File: config.mk
export PLATFORM = sky130hd
export DESIGN_NAME = wb_pwm_flat
export DESIGN_NICKNAME = d
export VERILOG_FILES = /design/src/rtl/wb_pwm_if.sv /design/src/rtl/wb_pwm.sv /design/src/flat_wrapper.sv
export SDC_FILE = /design/constraint.sdc
export NUM_CORES = 1
export LEC_CHECK = 0
export ABC_AREA = 0
export CAP_MARGIN = 30
export CORE_MARGIN = 5
export CORE_UTILIZATION = 63
export CTS_BUF_LIST = sky130_fd_sc_hd__clkbuf_8
export CTS_CLUSTER_DIAMETER = 100
export DETAILED_ROUTE_END_ITERATION = 16
export HOLD_SLACK_MARGIN = 0.15
export PLACE_DENSITY_LB_ADDON = 0.3
export SLEW_MARGIN = 20
export SYNTH_ARGS = -nofsm -noshare
export SYNTH_HDL_FRONTEND = slang
export SYNTH_SLANG_ARGS = --single-unit
File: constraint.sdc
create_clock -name clk_i -period 11.4 [get_ports clk_i]
set_clock_uncertainty 0.2 [all_clocks]
set_input_delay 3.42 -clock clk_i [delete_from_list [all_inputs] [get_ports clk_i]]
set_output_delay 3.42 -clock clk_i [all_outputs]
set_load 0.005 [all_outputs]
File: src/rtl/wb_pwm_if.sv
// Pipelined Wishbone bus bundle for register access; clock and reset travel with the bus.
interface wishbone_p_if (
   input logic clk_i,
   input logic rst_i
);
   logic        cyc;
   logic        stb;
   logic        we;
   logic [31:0] adr;
   logic [31:0] dat_i;
   logic [31:0] dat_o;
   logic [3:0]  sel;
   logic        ack;
   logic        stall;

   modport master (
      input  clk_i, rst_i,
      output cyc, stb, we, adr, dat_i, sel,
      input  dat_o, ack, stall
   );

   modport slave (
      input  clk_i, rst_i,
      input  cyc, stb, we, adr, dat_i, sel,
      output dat_o, ack, stall
   );
endinterface

File: src/rtl/wb_pwm.sv
// Multi-channel PWM generator with a zero-wait-state Wishbone register port.
// Define WB_PWM_SHADOW_EN to double-buffer PERIOD/DUTY until the period wraps.
module wb_pwm #(
   parameter int unsigned PORT_CNT  = 8,
   parameter int unsigned CNT_WIDTH = 16
) (
   wishbone_p_if.slave          wb,
   output logic [PORT_CNT-1:0]  pwm_out
);

   if (PORT_CNT < 1 || PORT_CNT > 8) begin : g_bad_port_cnt
      $fatal(1, "wb_pwm: PORT_CNT must be in [1,8]");
   end
   if (CNT_WIDTH < 1 || CNT_WIDTH > 32) begin : g_bad_cnt_width
      $fatal(1, "wb_pwm: CNT_WIDTH must be in [1,32]");
   end

   localparam int unsigned PRE_WIDTH  = 16;
   localparam logic [3:0]  IDX_CTRL   = 4'd0;
   localparam logic [3:0]  IDX_PRE    = 4'd1;
   localparam logic [3:0]  IDX_PERIOD = 4'd2;
   localparam int unsigned IDX_DUTY0  = 3;

   logic [3:0]           reg_idx;
   logic                 bus_req;
   logic                 wr;
   logic                 rd;
   logic                 ctrl_en;
   logic [PRE_WIDTH-1:0] prescale;
   logic [CNT_WIDTH-1:0] period_reg;
   logic [CNT_WIDTH-1:0] duty_reg [PORT_CNT];
   logic [CNT_WIDTH-1:0] period;
   logic [CNT_WIDTH-1:0] duty [PORT_CNT];
   logic [PRE_WIDTH-1:0] pre_cnt;
   logic [CNT_WIDTH-1:0] cnt;
   logic                 tick;
   logic                 wrap;
   logic [31:0]          rd_data;
   logic                 unused_bits;

   assign reg_idx     = wb.adr[5:2];
   assign bus_req     = wb.cyc && wb.stb;
   assign wr          = bus_req && wb.we;
   assign rd          = bus_req && !wb.we;
   assign wb.ack      = bus_req;
   assign wb.stall    = 1'b0;
   assign wb.dat_o    = rd_data;
   assign unused_bits = ^{wb.sel, wb.adr[31:6], wb.adr[1:0], wb.dat_i};

   // >= keeps the prescaler from running away if PRESCALE is lowered below the live count
   assign tick = ctrl_en && (pre_cnt >= prescale);
   assign wrap = tick && (cnt >= period);

   // Programmed register file (active registers, or shadows when double-buffered)
   always_ff @(posedge wb.clk_i) begin
      if (wb.rst_i) begin
         ctrl_en    <= 1'b0;
         prescale   <= '0;
         period_reg <= '0;
         for (int i = 0; i < int'(PORT_CNT); i++) duty_reg[i] <= '0;
      end else if (wr) begin
         if (reg_idx == IDX_CTRL)   ctrl_en    <= wb.dat_i[0];
         if (reg_idx == IDX_PRE)    prescale   <= wb.dat_i[PRE_WIDTH-1:0];
         if (reg_idx == IDX_PERIOD) period_reg <= wb.dat_i[CNT_WIDTH-1:0];
         for (int i = 0; i < int'(PORT_CNT); i++) begin
            if (reg_idx == 4'(IDX_DUTY0 + i)) duty_reg[i] <= wb.dat_i[CNT_WIDTH-1:0];
         end
      end
   end

`ifdef WB_PWM_SHADOW_EN
   // Shadows load into the active set at the period wrap, or continuously while disabled
   always_ff @(posedge wb.clk_i) begin
      if (wb.rst_i) begin
         period <= '0;
         for (int i = 0; i < int'(PORT_CNT); i++) duty[i] <= '0;
      end else if (!ctrl_en || wrap) begin
         period <= period_reg;
         for (int i = 0; i < int'(PORT_CNT); i++) duty[i] <= duty_reg[i];
      end
   end
`else
   assign period = period_reg;
   assign duty   = duty_reg;
`endif

   always_ff @(posedge wb.clk_i) begin
      if (wb.rst_i || !ctrl_en) begin
         pre_cnt <= '0;
         cnt     <= '0;
      end else if (tick) begin
         pre_cnt <= '0;
         cnt     <= wrap ? '0 : cnt + CNT_WIDTH'(1);
      end else begin
         pre_cnt <= pre_cnt + PRE_WIDTH'(1);
      end
   end

   always_ff @(posedge wb.clk_i) begin
      if (wb.rst_i || !ctrl_en) begin
         pwm_out <= '0;
      end else begin
         for (int i = 0; i < int'(PORT_CNT); i++) pwm_out[i] <= (cnt < duty[i]);
      end
   end

   always_comb begin
      rd_data = '0;
      if (rd) begin
         if (reg_idx == IDX_CTRL)   rd_data = 32'(ctrl_en);
         if (reg_idx == IDX_PRE)    rd_data = 32'(prescale);
         if (reg_idx == IDX_PERIOD) rd_data = 32'(period_reg);
         for (int i = 0; i < int'(PORT_CNT); i++) begin
            if (reg_idx == 4'(IDX_DUTY0 + i)) rd_data = 32'(duty_reg[i]);
         end
      end
   end

endmodule
File: src/flat_wrapper.sv
// flat-port wrapper written by rule: the top's interface ports become plain ports
module wb_pwm_flat 
#(
   parameter int unsigned PORT_CNT  = 8,
   parameter int unsigned CNT_WIDTH = 16
)
  (pwm_out, clk_i, rst_i, wb_cyc, wb_stb, wb_we, wb_adr, wb_dat_i, wb_sel, wb_dat_o, wb_ack, wb_stall);
  wishbone_p_if wb_i (.clk_i(clk_i), .rst_i(rst_i));
  output logic [PORT_CNT-1:0] pwm_out;
  input wire logic clk_i;
  input wire logic rst_i;
  input wire logic [$bits(wb_i.cyc)-1:0] wb_cyc;
  input wire logic [$bits(wb_i.stb)-1:0] wb_stb;
  input wire logic [$bits(wb_i.we)-1:0] wb_we;
  input wire logic [$bits(wb_i.adr)-1:0] wb_adr;
  input wire logic [$bits(wb_i.dat_i)-1:0] wb_dat_i;
  input wire logic [$bits(wb_i.sel)-1:0] wb_sel;
  output wire logic [$bits(wb_i.dat_o)-1:0] wb_dat_o;
  output wire logic [$bits(wb_i.ack)-1:0] wb_ack;
  output wire logic [$bits(wb_i.stall)-1:0] wb_stall;
  assign wb_i.cyc = wb_cyc;
  assign wb_i.stb = wb_stb;
  assign wb_i.we = wb_we;
  assign wb_i.adr = wb_adr;
  assign wb_i.dat_i = wb_dat_i;
  assign wb_i.sel = wb_sel;
  assign wb_dat_o = wb_i.dat_o;
  assign wb_ack = wb_i.ack;
  assign wb_stall = wb_i.stall;
  wb_pwm #(.PORT_CNT(PORT_CNT), .CNT_WIDTH(CNT_WIDTH)) u_core (.wb(wb_i), .pwm_out(pwm_out));
endmodule
# Word level (Yosys, flattened, before mapping)
# Cells that the tools add are included.
[word_totals]
out_inout_bits = 42
n_memories = 0
word_cells = 70
rom_bits = 0
reg_bits = 201
latchBits = 0
ram_bits = 0
[op_classes]
bitwise = 0
reduce_logical = 21
eq_ne = 10
n_shift = 0
n_mux = 13
add_sub_neg = 2
multipliers = 0
order_cmp = 10
div = 0
[ops]
columns = ["op", "n"]
rows = [
  ["two-way mux 16 bit", 11],
  ["less-than comparator 16 bit", 8],
  ["adder 16 x 1 -> 16 bit (second input constant)", 2],
  [">= comparator 16 bit", 2],
  ["two-way mux 32 bit", 1],
  ["AND reduction 2 bit", 11],
  ["equality test 4 x 3 -> 1 bit (second input constant)", 4],
  ["equality test 4 bit (second input constant)", 3],
  ["equality test 4 x 2 -> 1 bit (second input constant)", 2],
  ["logical AND 1 bit", 5],
  ["equality test 4 x 1 -> 1 bit (second input constant)", 1],
  ["logical NOT 4 bit", 1],
  ["logical NOT 1 bit", 2],
  ["OR reduction 2 bit", 1],
  ["logical OR 1 bit", 1],
  ["two-way mux 1 bit", 1],
]

# Longest topological paths before layout
[logic_depth]
ltp_word = 13
mapped_depth = 10
depth_no_buf = 8

# Least setup slack after synthesis
# Ideal clock, no wire load.
[synth_path]
kind = "input -> output"
start = "input port wb_adr[2]"
end = "output port wb_dat_o[13]"
arrival_time_ps = 4872
n_path_buf = 4
slack_ps = 2908
path_stages = 8
path_cell_list = "buf_2 > buf_2 > buf_2 > clkbuf_1 > mux2i_1 > o22ai_1 > a221oi_1 > a21oi_1"
[synth_via]
elab_chain_len = 12
[synth_rtl]
columns = ["element", "line", "source"]
rows = [
  ["from (decl)", "flat_wrapper.sv:15", "input wire logic [$bits(wb_i.adr)-1:0] wb_adr;"],
  ["equality test 4 x 1 -> 1 bit", "wb_pwm.sv:111", "if (reg_idx == IDX_PRE) rd_data = 32'(prescale);"],
  ["two-way mux 16 bit", "wb_pwm.sv:111", ""],
  ["two-way mux 16 bit", "wb_pwm.sv:112", "if (reg_idx == IDX_PERIOD) rd_data = 32'(period_reg);"],
  ["two-way mux 16 bit (7 in a row)", "wb_pwm.sv:114", "if (reg_idx == 4'(IDX_DUTY0 + i)) rd_data = 32'(duty_reg[i]);"],
  ["two-way mux 16 bit *", "wb_pwm.sv:114", ""],
  ["two-way mux 32 bit *", "wb_pwm.sv:109", "if (rd) begin"],
  ["to (decl)", "flat_wrapper.sv:18", "output wire logic [$bits(wb_i.dat_o)-1:0] wb_dat_o;"],
]
# Mark *: on every way between the ends. The rest lies on a longest branch, timed or not.

# Worst setup path after layout
[layout_path]
start = "input port wb_adr[4]"
end = "output port wb_dat_o[7]"
# Same word-level chain as after synthesis.

==> flow_summary.ini <==
[logic_synthesis]
synthArstFlopShare = 0
synth_simple_gate_area_share = 0.188
synth-seq-cells = 201
synth_area_um2 = 12500
ys.flop_type = dfxtp_1
synth_top_family_by_area = compound AO/OA/AOI/OAI gates
synth_warnings = 0
synth.avg_cell_area_um2 = 7.69
synth_mux_area_frac = 0.0365
ys_seq_area_frac = 0.321
synth_enable_flop_cells = 0
synthAdderAreaFrac = 0.154
synth_xor_area_frac = 0.00977
synthCells = 1632
ys_types = 59
synth-compound-area-share = 0.202

[clock_tree]
cts_hold_buf = 0
cts_inserted_buffers = 37
cts_root_buffer = clkbuf_8
ctsResizeCount = 0
clock-sinks = 201
htreeDepth = 2
cts_setup_buffers = 0
worstSkewPairLatency_ns = 0.54
path_clk_slew_ns = 0.05
clock_tree.buffer_depth = 3
cts_tree = yes

[global_route]
grt_max_degree = 97
antenna_found_initial = 0
grt_pass1_wl_um = 58700
gr-total-overflow = 0
track_usage = 0.327
first_global_vias = 11400

[final_layout]
seq_area_um2 = 4020
diodes = 0
drive_gt1_frac = 0.0546
multi_input_area_um2 = 7480
syn_to_final_growth_pct = 9.88
final_nets = 1874
fillers = 1614
largest_register_ffs = 128

[sta]
timing.final.hold_violations = 0
maxSlewViolCount = 0
tightest_slew_ns = 0.918
period_share = 0.874
max_freq_mhz = 100
relSlewSlack = 0.388
finalSetupTns_ns = 0
holdWs_ns = 0.255
rsz0062_at_grt = false
post-route-min-period_ns = 9.97
finalSetupViolCount = 0

[placed_design]
dp_hpwl_um = 25700
port_buffers = 49
routabilityCongestion = 0.958

[setup_path]
max_stage_delay_ns = 0.91
path_delay_family = buffers and inverters
crit_chain = clkdlybuf4s50_1, nor2b_1, nand2_1, o22ai_1, a221oi_1, a21oi_1, clkdlybuf4s50_1
reg2reg_slack_ns = 8.17
crit_fanout = 17
cp_data_required_time_ns = 7.78
cp_common_cell = clkdlybuf4s50_1
crit_slowest_cell = clkdlybuf4s50_1
worstPathArrival_ns = 6.35
endpoint_kind = primary output
worstSetupPathType = input pin to primary output
critPathBufInv = 2
start_kind = input pin

[drt]
dr.first_iter.drc_count = 1159
routed_wl_um = 37600
postRouteAntennaNets = 0
wl_per_cell_um = 19.5
drcViolationCount = 0
avgViaCountPerCell = 6.17
vias = 11900
dr.pass1.iters = 7

[die]
initial_core_util = 0.643
die_x_um = 151
rows = 51
ios = 115
core-area_um2 = 19500
die_h_um = 151
dieArea_um2 = 22800

[pwr]
ir_drop_mv = 0.0923
power.total_mw = 1.45
p_leak_nw = 4.99
cellPowerDensity_nw_per_um2 = 105

[worst_hold_path]
hp-class = flip-flop to flip-flop

[job]
max-cap-violations = 0

[status]
status = complete, no violations
per-layer routing:
layer	global-route usage	up-vias	share of wire
met5	0	-	0
met1	0.399	5540	0.39
met2	0.544	612	0.47
li1	-	5603	-
met4	0.196	0	0.062
met3	0.0482	172	0.079
cell usage after synthesis, types with 3 or more instances:
master    number  area, um2
buf_4         17        128
dfxtp_1      201       4020
o31ai_1        7       52.6
a41oi_1        5       43.8
inv_1        166        623
nand3_1       37        185
o211ai_1       9       67.6
a221oi_1      18        158
buf_1          5       18.8
nor2b_1        8       50.1
mux4_2         3       67.6
nor3_1         7       35.0
and2_1         5       31.3
nor3_2         5       50.1
nand2b_1      28        175
clkbuf_1      72        270
a2111o_1       7       78.8
nand4_1       29        181
buf_2         14       70.1
or4_1          7       52.6
a211oi_1      21        158
a211o_1        3       26.3
xnor2_1        8       70.1
nor2_1        65        244
o22ai_1       22        138
a31oi_1        5       31.3
o21ai_0       38        190
nand2_1      326       1220
a22oi_1       12       90.1
ha_1         154       1930
xor2_1         6       52.6
a21oi_1      207       1040
or2_2          3       18.8
and3_1        11       68.8
mux2i_1       39        390
a21o_1        35        263
worst min-delay path, cell delays in order (launching register included):
cell,delay [ns]
dfxtp_1,0.30
nand2_1,0.05
a21oi_1,0.05
area by class of cell:
class | instances | share of cell area
multi-input combinational | 1172 | 0.542
sequential | 201 | 0.292
timing repair buffer | 69 | 0.0474
inverter | 166 | 0.0452
clock buffer | 45 | 0.0449
tap | 265 | 0.0240
clock inverter | 15 | 0.00454
cell families (layout without fill, tap and decap cells):
kind of cell,Yosys count,count (layout)
AO/OA/AOI/OAI,408,408
XOR/XNOR,14,14
adder cells (fa/ha/maj),154,154
buffers and inverters,275,295
flip-flops,201,201
multiplexers,42,42
other,1,17
AND/OR/NAND/NOR,537,537
report_power, final:
part / total, mW / switching (mW) / internal [mW]
Sequential: 0.707 / 0.00188 / 0.705
Clock: 0.658 / 0.306 / 0.353
Combinational: 0.0816 / 0.0577 / 0.0239
Total: 1.45 / 0.365 / 1.08
cells in the final DEF, fill, tap and decap left out, types with 3 or more instances in the layout:
cell               n
nand2b_1          28
and3_1            11
buf_4             20
a22oi_1           12
nor2b_1            8
or2_2              3
mux4_2             3
a2111o_1           7
and2_1             5
dfxtp_1          201
a21oi_1          207
a31oi_1            5
nand4_1           29
nor2_1            65
nor3_1             6
a211oi_1          21
o21ai_0           38
a41oi_1            5
xnor2_1            8
nor3_2             6
mux2i_1           39
nand3_1           37
or4_1              7
o211ai_1           9
xor2_1             6
o31ai_1            7
nand2_1          326
ha_1             154
conb_1            17
a211o_1            3
a21o_1            35
clkdlybuf4s50_1   47
a221oi_1          18
o22ai_1           22
clkbuf_8          45
inv_1            178
metrics by stage:
step | worst slack, ns | cells | utilization | area, um2
floorplan | 2.91 | 1648 | - | 12600
global route | 1.35 | 1933 | 0.706 | 13800
global placement | 1.52 | 1872 | 0.670 | 13100
detailed placement | 1.51 | 1872 | 0.670 | 13100
CTS | 1.51 | 1932 | 0.705 | 13800
finish | 1.43 | 1933 | 0.706 | 13800
worst paths after layout:
path	to	from	cells past startpoint
max reg2reg	u_core.pre_cnt[13]	u_core.prescale[2]	8
max	wb_dat_o[7]	wb_adr[4]	7
min	u_core.duty[24]	u_core.duty[24]	2
min reg2reg	u_core.duty[24]	u_core.duty[24]	2
No activity file was read; power rests on OpenSTA's default activity.
